--- config.mk ---
export PLATFORM = sky130hd
export DESIGN_NAME = uart_receiver
export DESIGN_NICKNAME = d
export VERILOG_FILES = /design/src/rtl/uart_receiver.sv
export SDC_FILE = /design/constraint.sdc
export NUM_CORES = 1
export LEC_CHECK = 0
export ABC_AREA = 1
export CAP_MARGIN = 20
export CORE_MARGIN = 10
export CORE_UTILIZATION = 54
export CTS_BUF_LIST = sky130_fd_sc_hd__clkbuf_16
export CTS_CLUSTER_DIAMETER = 30
export CTS_CLUSTER_SIZE = 10
export DETAILED_ROUTE_END_ITERATION = 6
export PLACE_DENSITY = 0.77
export SLEW_MARGIN = 15
export SYNTH_ARGS = -nofsm -noshare
export SYNTH_HDL_FRONTEND = slang
export SYNTH_SLANG_ARGS = --single-unit
--- constraint.sdc ---
create_clock -name clock -period 1.83 [get_ports clock]
set_input_delay 0.2745 -clock clock [delete_from_list [all_inputs] [get_ports clock]]
set_output_delay 0.2745 -clock clock [all_outputs]
set_load 0.02 [all_outputs]
--- src/rtl/uart_receiver.sv ---
// UART receiver with 16x oversampling: two-flop rx synchronizer, mid-bit sampling,
// stop-bit framing error flag, and break suppression via an "armed" flag.
module uart_receiver #(
    parameter int DATA_BITS = 8,
    parameter int SB_TICK   = 16
) (
    input  logic                 clock,
    input  logic                 reset,
    input  logic                 s_tick,
    input  logic                 rx,
    output logic [DATA_BITS-1:0] dout,
    output logic                 rx_done_tick,
    output logic                 frame_err,
    output logic                 busy
);

    localparam int NW = (DATA_BITS > 1) ? $clog2(DATA_BITS) : 1;
    localparam logic [NW-1:0] N_LAST = NW'(DATA_BITS - 1);
    localparam logic [3:0]    T_MID  = 4'd7;
    localparam logic [3:0]    T_BIT  = 4'd15;
    localparam logic [3:0]    T_STOP = 4'(SB_TICK - 1);

    typedef enum logic [1:0] {IDLE, START, DATA, STOP} state_t;

    state_t                 state_q, state_d;
    logic [3:0]             t_q, t_d;
    logic [NW-1:0]          n_q, n_d;
    logic [DATA_BITS-1:0]   b_q, b_d;
    logic [DATA_BITS-1:0]   dout_q, dout_d;
    logic                   done_q, done_d;
    logic                   ferr_q, ferr_d;
    logic                   armed_q, armed_d;
    logic                   rx_meta_q, rx_s_q;

    // State register: everything resets asynchronously; synchronizer idles high
    always_ff @(posedge clock or negedge reset) begin
        if (!reset) begin
            state_q   <= IDLE;
            t_q       <= '0;
            n_q       <= '0;
            b_q       <= '0;
            dout_q    <= '0;
            done_q    <= 1'b0;
            ferr_q    <= 1'b0;
            armed_q   <= 1'b1;
            rx_meta_q <= 1'b1;
            rx_s_q    <= 1'b1;
        end else begin
            state_q   <= state_d;
            t_q       <= t_d;
            n_q       <= n_d;
            b_q       <= b_d;
            dout_q    <= dout_d;
            done_q    <= done_d;
            ferr_q    <= ferr_d;
            armed_q   <= armed_d;
            rx_meta_q <= rx;
            rx_s_q    <= rx_meta_q;
        end
    end

    // Next-state and datapath
    always_comb begin
        state_d = state_q;
        t_d     = t_q;
        n_d     = n_q;
        b_d     = b_q;
        dout_d  = dout_q;
        done_d  = 1'b0;
        ferr_d  = 1'b0;
        armed_d = armed_q;

        unique case (state_q)
            IDLE: begin
                if (rx_s_q) begin
                    armed_d = 1'b1;
                end else if (armed_q) begin
                    state_d = START;
                    t_d     = '0;
                end
            end
            START: begin
                if (s_tick) begin
                    if (t_q == T_MID) begin
                        // A start bit that is high again at mid-bit was only a glitch
                        if (!rx_s_q) begin
                            state_d = DATA;
                            t_d     = '0;
                            n_d     = '0;
                        end else begin
                            state_d = IDLE;
                        end
                    end else begin
                        t_d = t_q + 4'd1;
                    end
                end
            end
            DATA: begin
                if (s_tick) begin
                    if (t_q == T_BIT) begin
                        t_d = '0;
                        b_d = {rx_s_q, b_q[DATA_BITS-1:1]};
                        if (n_q == N_LAST) begin
                            state_d = STOP;
                        end else begin
                            n_d = n_q + 1'b1;
                        end
                    end else begin
                        t_d = t_q + 4'd1;
                    end
                end
            end
            STOP: begin
                if (s_tick) begin
                    if (t_q == T_STOP) begin
                        state_d = IDLE;
                        dout_d  = b_q;
                        done_d  = 1'b1;
                        ferr_d  = ~rx_s_q;
                        // A low stop bit disarms until the line returns high (break)
                        if (!rx_s_q) begin
                            armed_d = 1'b0;
                        end
                    end else begin
                        t_d = t_q + 4'd1;
                    end
                end
            end
            default: state_d = IDLE;
        endcase
    end

    // Outputs
    always_comb begin
        dout         = dout_q;
        rx_done_tick = done_q;
        frame_err    = ferr_q;
        busy         = (state_q != IDLE);
    end

endmodule

[After elaboration in Yosys (flattened, before gate mapping)]
Cells that the tools add are included.
Operators by class
  add/sub/neg operators: 2
  reduce and logical (&&, ||, !) cells: 10
  bitwise logic cells: 1
  equal/unequal tests: 21
  mux-type cells: 39
Operator list (count)
  2-to-1 mux 4 bit: 9
  != test 2 bit (second input constant): 14
  2-to-1 mux 2 bit: 10
  2-to-1 mux 3 bit: 6
  case mux 4 bit (4 select lines): 1
  AND reduction 7 bit: 2
  2-to-1 mux 1 bit: 10
  AND reduction 9 bit: 1
  case mux 2 bit (4 select lines): 1
  case mux 3 bit (2 select lines): 1
  AND reduction 3 bit: 2
  nonzero test 2 bit: 3
  AND reduction 5 bit: 1
  adder 4 x 1 -> 4 bit (second input constant): 1
  equality test 2 bit (second input constant): 2
  equality test 4 x 3 -> 1 bit (second input constant): 1
  equality test 4 bit (second input constant): 1
  adder 3 x 1 -> 3 bit (second input constant): 1
  equality test 3 bit (second input constant): 1
  != test 3 bit (second input constant): 1
  equality test 2 x 1 -> 1 bit (second input constant): 1
  logical NOT 2 bit: 1
  case mux 1 bit (2 select lines): 1
  inverter 1 bit: 1
Word-level totals
  output and inout bits: 11
  logic and storage cells: 83
  bits in registers: 30

[Depth between registers and ports, before layout]
  word-level depth: 5
  depth in mapped cells: 9
  depth with buffers taken out: 9

[Worst setup path before layout]
No wires, ideal clock.
  path kind: register -> register
  start: register t_q[0]
  end: register t_q[0]
  period minus slack after synthesis: 1375 ps
  buffers on the path: 0
  path slack: 455 ps
  arrival: 1257 ps
  cell stages (with the launch flop): 10
  required time: 1712 ps
  cells stage by stage: dfrtp_1 > ha_1 > nand3_2 > inv_2 > nand2_1 > nand2_1 > nor2_4 > inv_1 > nand2_1 > nand2_1
Between the ends
  longest elaborated chain between the ends: 4
  elaborated cells between the ends (all ways): 13
  classes of those cells: add/sub (1); eq/ne (4); mux (7); reduce/logical (1)
RTL lines
  start: declaration: RTL line 26  | logic [3:0] t_q, t_d;
  start signal: assignment: RTL line 50  | t_q <= t_d;
  adder 4 x 1 -> 4 bit (tied with other cells): RTL line 94, 109, 125
  2-to-1 mux 4 bit (on tied branches): RTL line 115, 100, 84
  2-to-1 mux 4 bit (on tied branches): RTL line 114, 83, 99
  case mux 4 bit (4 select lines): RTL line 73  | unique case (state_q)
Parallel ways exist; a longest one is shown, timed or not. The select of a mux whose other input is x is not followed.
A chain may end at the register's enable or synchronous reset.

[Final worst setup path]
Same ends and word-level chain as after synthesis.

==> reports/results.ini <==
[clock_tree]
cts_buffers = 5
post_cts_buffers = 0
root_buffer = clkbuf_16
cts_tree = yes
clock_latency_ns = 0.28
clkSlewWorstSetupHoldPaths_ns = 0.05
clock_path_buffers = 2
htree_levels = 2
clkSinkCount = 30

[hold_path]
hp-start = rx_meta_q
hp-class = reg2reg
worst_hold_path.endpoint = rx_s_q
holdPathStages = 0

[timing]
setup_tns_ns = 0
max-slew-margin-rel = 0.749
setup_violations = 0
tightest_slew_ns = 0.377
finalHoldViolCount = 0
finalCritPeriodShare = 0.868
skew_ns = 0.00586
rsz0062_at_grt = no
fmax_ghz = 0.629
period_minus_slack_ns = 1.59
final.setup.worst_slack_ns = 0.241
slew_viol_final = 0

[setup_path]
r2r_cells = 9
cpMaxStageDelayCell = dfrtp_1
worst_r2r_endpoint = t_q[0]
rr_startpoint = t_q[0]
slowest_delay_ns = 0.40
path_cells = ha_1, nand3_2, inv_2, nand2_1, nand2_1, nor2_4, inv_1, nand2_1, nand2_1
worstPathMaxFanout = 6
startpoint_type = flip-flop
cp.required_ns = 1.99
worst_ep_arrival_time_ns = 1.75
cp-end-kind = flip-flop
rrSetupSlack_ns = 0.24
crit_top_cell = nand2_1
critical_path_class = reg2reg

[routing]
vias_per_cell = 5.15
drt-total-wl_um = 2780
drcViolationCount = 0
drtPass1Iterations = 5
wire_per_inst_um = 13.5
routedLengthMet1_um = 1230
met2_length_um = 1350
vias = 1061
wl_met3_um = 150
antenna_left = 0
highest_layer = met4
drtIter0Drc = 63

[synthesis]
synth_largest_area_cell = dfrtp_1
synth_nets = 161
syn_inst = 154
synth_area_mm2 = 0.00140
avgSynthCellArea_um2 = 9.10
seq_area_frac_synth = 0.538
ys_top_cells_by_area = dfrtp_1 48%, nand2_1 13%, dfstp_2 5.6%
synth.most_common_cell = nand2_1
synth_edf_count = 0
synth_common_cells = 49 x nand2_1, 27 x dfrtp_1, 16 x inv_1
yosys_warnings = 0
synth-seq-cells = 30
synth_cell_types = 22
synthFlopType = dfrtp_1
async_flop_share = 1.00
yosys.area.top_type_share = 0.482

[cells_and_area]
drive_above_1_share = 0.165
instances_no_fill = 206
syn2layout_area_growth_pct = 22.1
nNetsFinal = 182
num_antenna_cells = 0
final_area_mm2 = 0.00171

[global_routing]
grt_overflow = 0
antenna_found_initial = 0
grt_pass1_vias = 1098
grt_pass1_wl_um = 4880
grt_start_max_net_pins = 31
grt_usage = 0.119

[placed_design]
place_ws_ns = 0.285
post_dp_cell_area_mm2 = 0.00157
io_buffers = 14
place_congestion = 0.839
dp.cells = 198
dp_hpwl_um = 1890

[status]
status = finished, final reports clean

[job]
max_cap_viol_count = 0

[power]
p_per_area_mw_per_mm2 = 1180
peakVddDrop_mv = 1.19
p_leak_uw = 0.000806

[floorplan]
coreArea_mm2 = 0.00248
pin_count = 15
rows = 18
initial_utilization = 0.566
die_w_um = 70.9
fp.dieH_um = 70.9
die-area_mm2 = 0.00503

## logic make-up after synthesis
family / synth area share
AND/OR/NAND/NOR: 0.245
buffers and inverters: 0.0670
flip-flops: 0.538
AO/OA/AOI/OAI: 0.111
adder cells (fa/ha/maj): 0.0268
XOR/XNOR: 0.0125
## timing repair
item | in CTS | in global routing
hold buffers | 0 | 0
setup endpoints to repair | 1 | 0
gates resized for setup | 1 | 0
## cells in the final DEF (no fill, tap or decap), types with 2 or more instances in the layout
cell type        count
a21oi_1              2
buf_4                2
clkbuf_16            5
clkdlybuf4s50_1     13
dfrtp_1             27
dfstp_2              3
ha_1                 3
inv_1               16
inv_2                3
nand2_1             49
nand3_1              8
nand3_2              2
nor2_1               6
nor2_4               2
o21ai_0             15
o21ai_2              8
## metal layers
layer  track usage  vias up
met1         0.134      501
li1              -      532
met3        0.0530        5
met4        0.0495        0
met5             0        -
met2         0.191       23
## worst max-delay path by stage
stage,start,to,depth (start not counted)
5_1_grt,t_q[0],t_q[1],9
2_1_floorplan,t_q[0],t_q[0],9
4_1_cts,t_q[0],t_q[0],9
6_report,t_q[0],t_q[0],9
3_3_place_gp,state_q[0],busy,3
3_5_place_dp,t_q[0],t_q[0],9
## power breakdown
| part | switching, µW | internal, µW | total (µW) |
|---|---|---|---|
| registers | 67.7 | 722 | 790 |
| clock network | 278 | 494 | 772 |
| logic | 298 | 153 | 452 |
## metrics by stage
step / power, µW / utilization / hold slack [ns]
floorplan: 1120 / - / -0.0211
global placement: 1220 / 0.634 / 0.347
detailed placement: 1250 / 0.634 / 0.348
CTS: 2020 / 0.691 / 0.355
global route: 2130 / 0.691 / 0.359
finish: 2010 / 0.691 / 0.355
## area by class of cell
class,instances,area [µm²]
Clock buffer,5,125
Clock inverter,3,16.3
Fill cell,205,766
Inverter,19,71.3
Multi-Input combinational cell,103,553
Sequential cell,30,754
Tap cell,30,37.5
Timing Repair Buffer,16,154
## worst max-delay path, delay by kind of cell (launching register included)
kind	cells	cell delay [ns]
simple gates	6	0.63
flops	1	0.40
fa+ha+maj	1	0.28
buf+inv	2	0.16
## sequential cells by signal, indices dropped and copies added (netlist names), named ones only
signal and cells:
state_q 1, t_q 4, dout 8, b_q 8
rx_meta_q 1, frame_err 1, n_q 3, armed_q 1
rx_s_q 1, rx_done_tick 1
(Power assumes the default switching activity.)
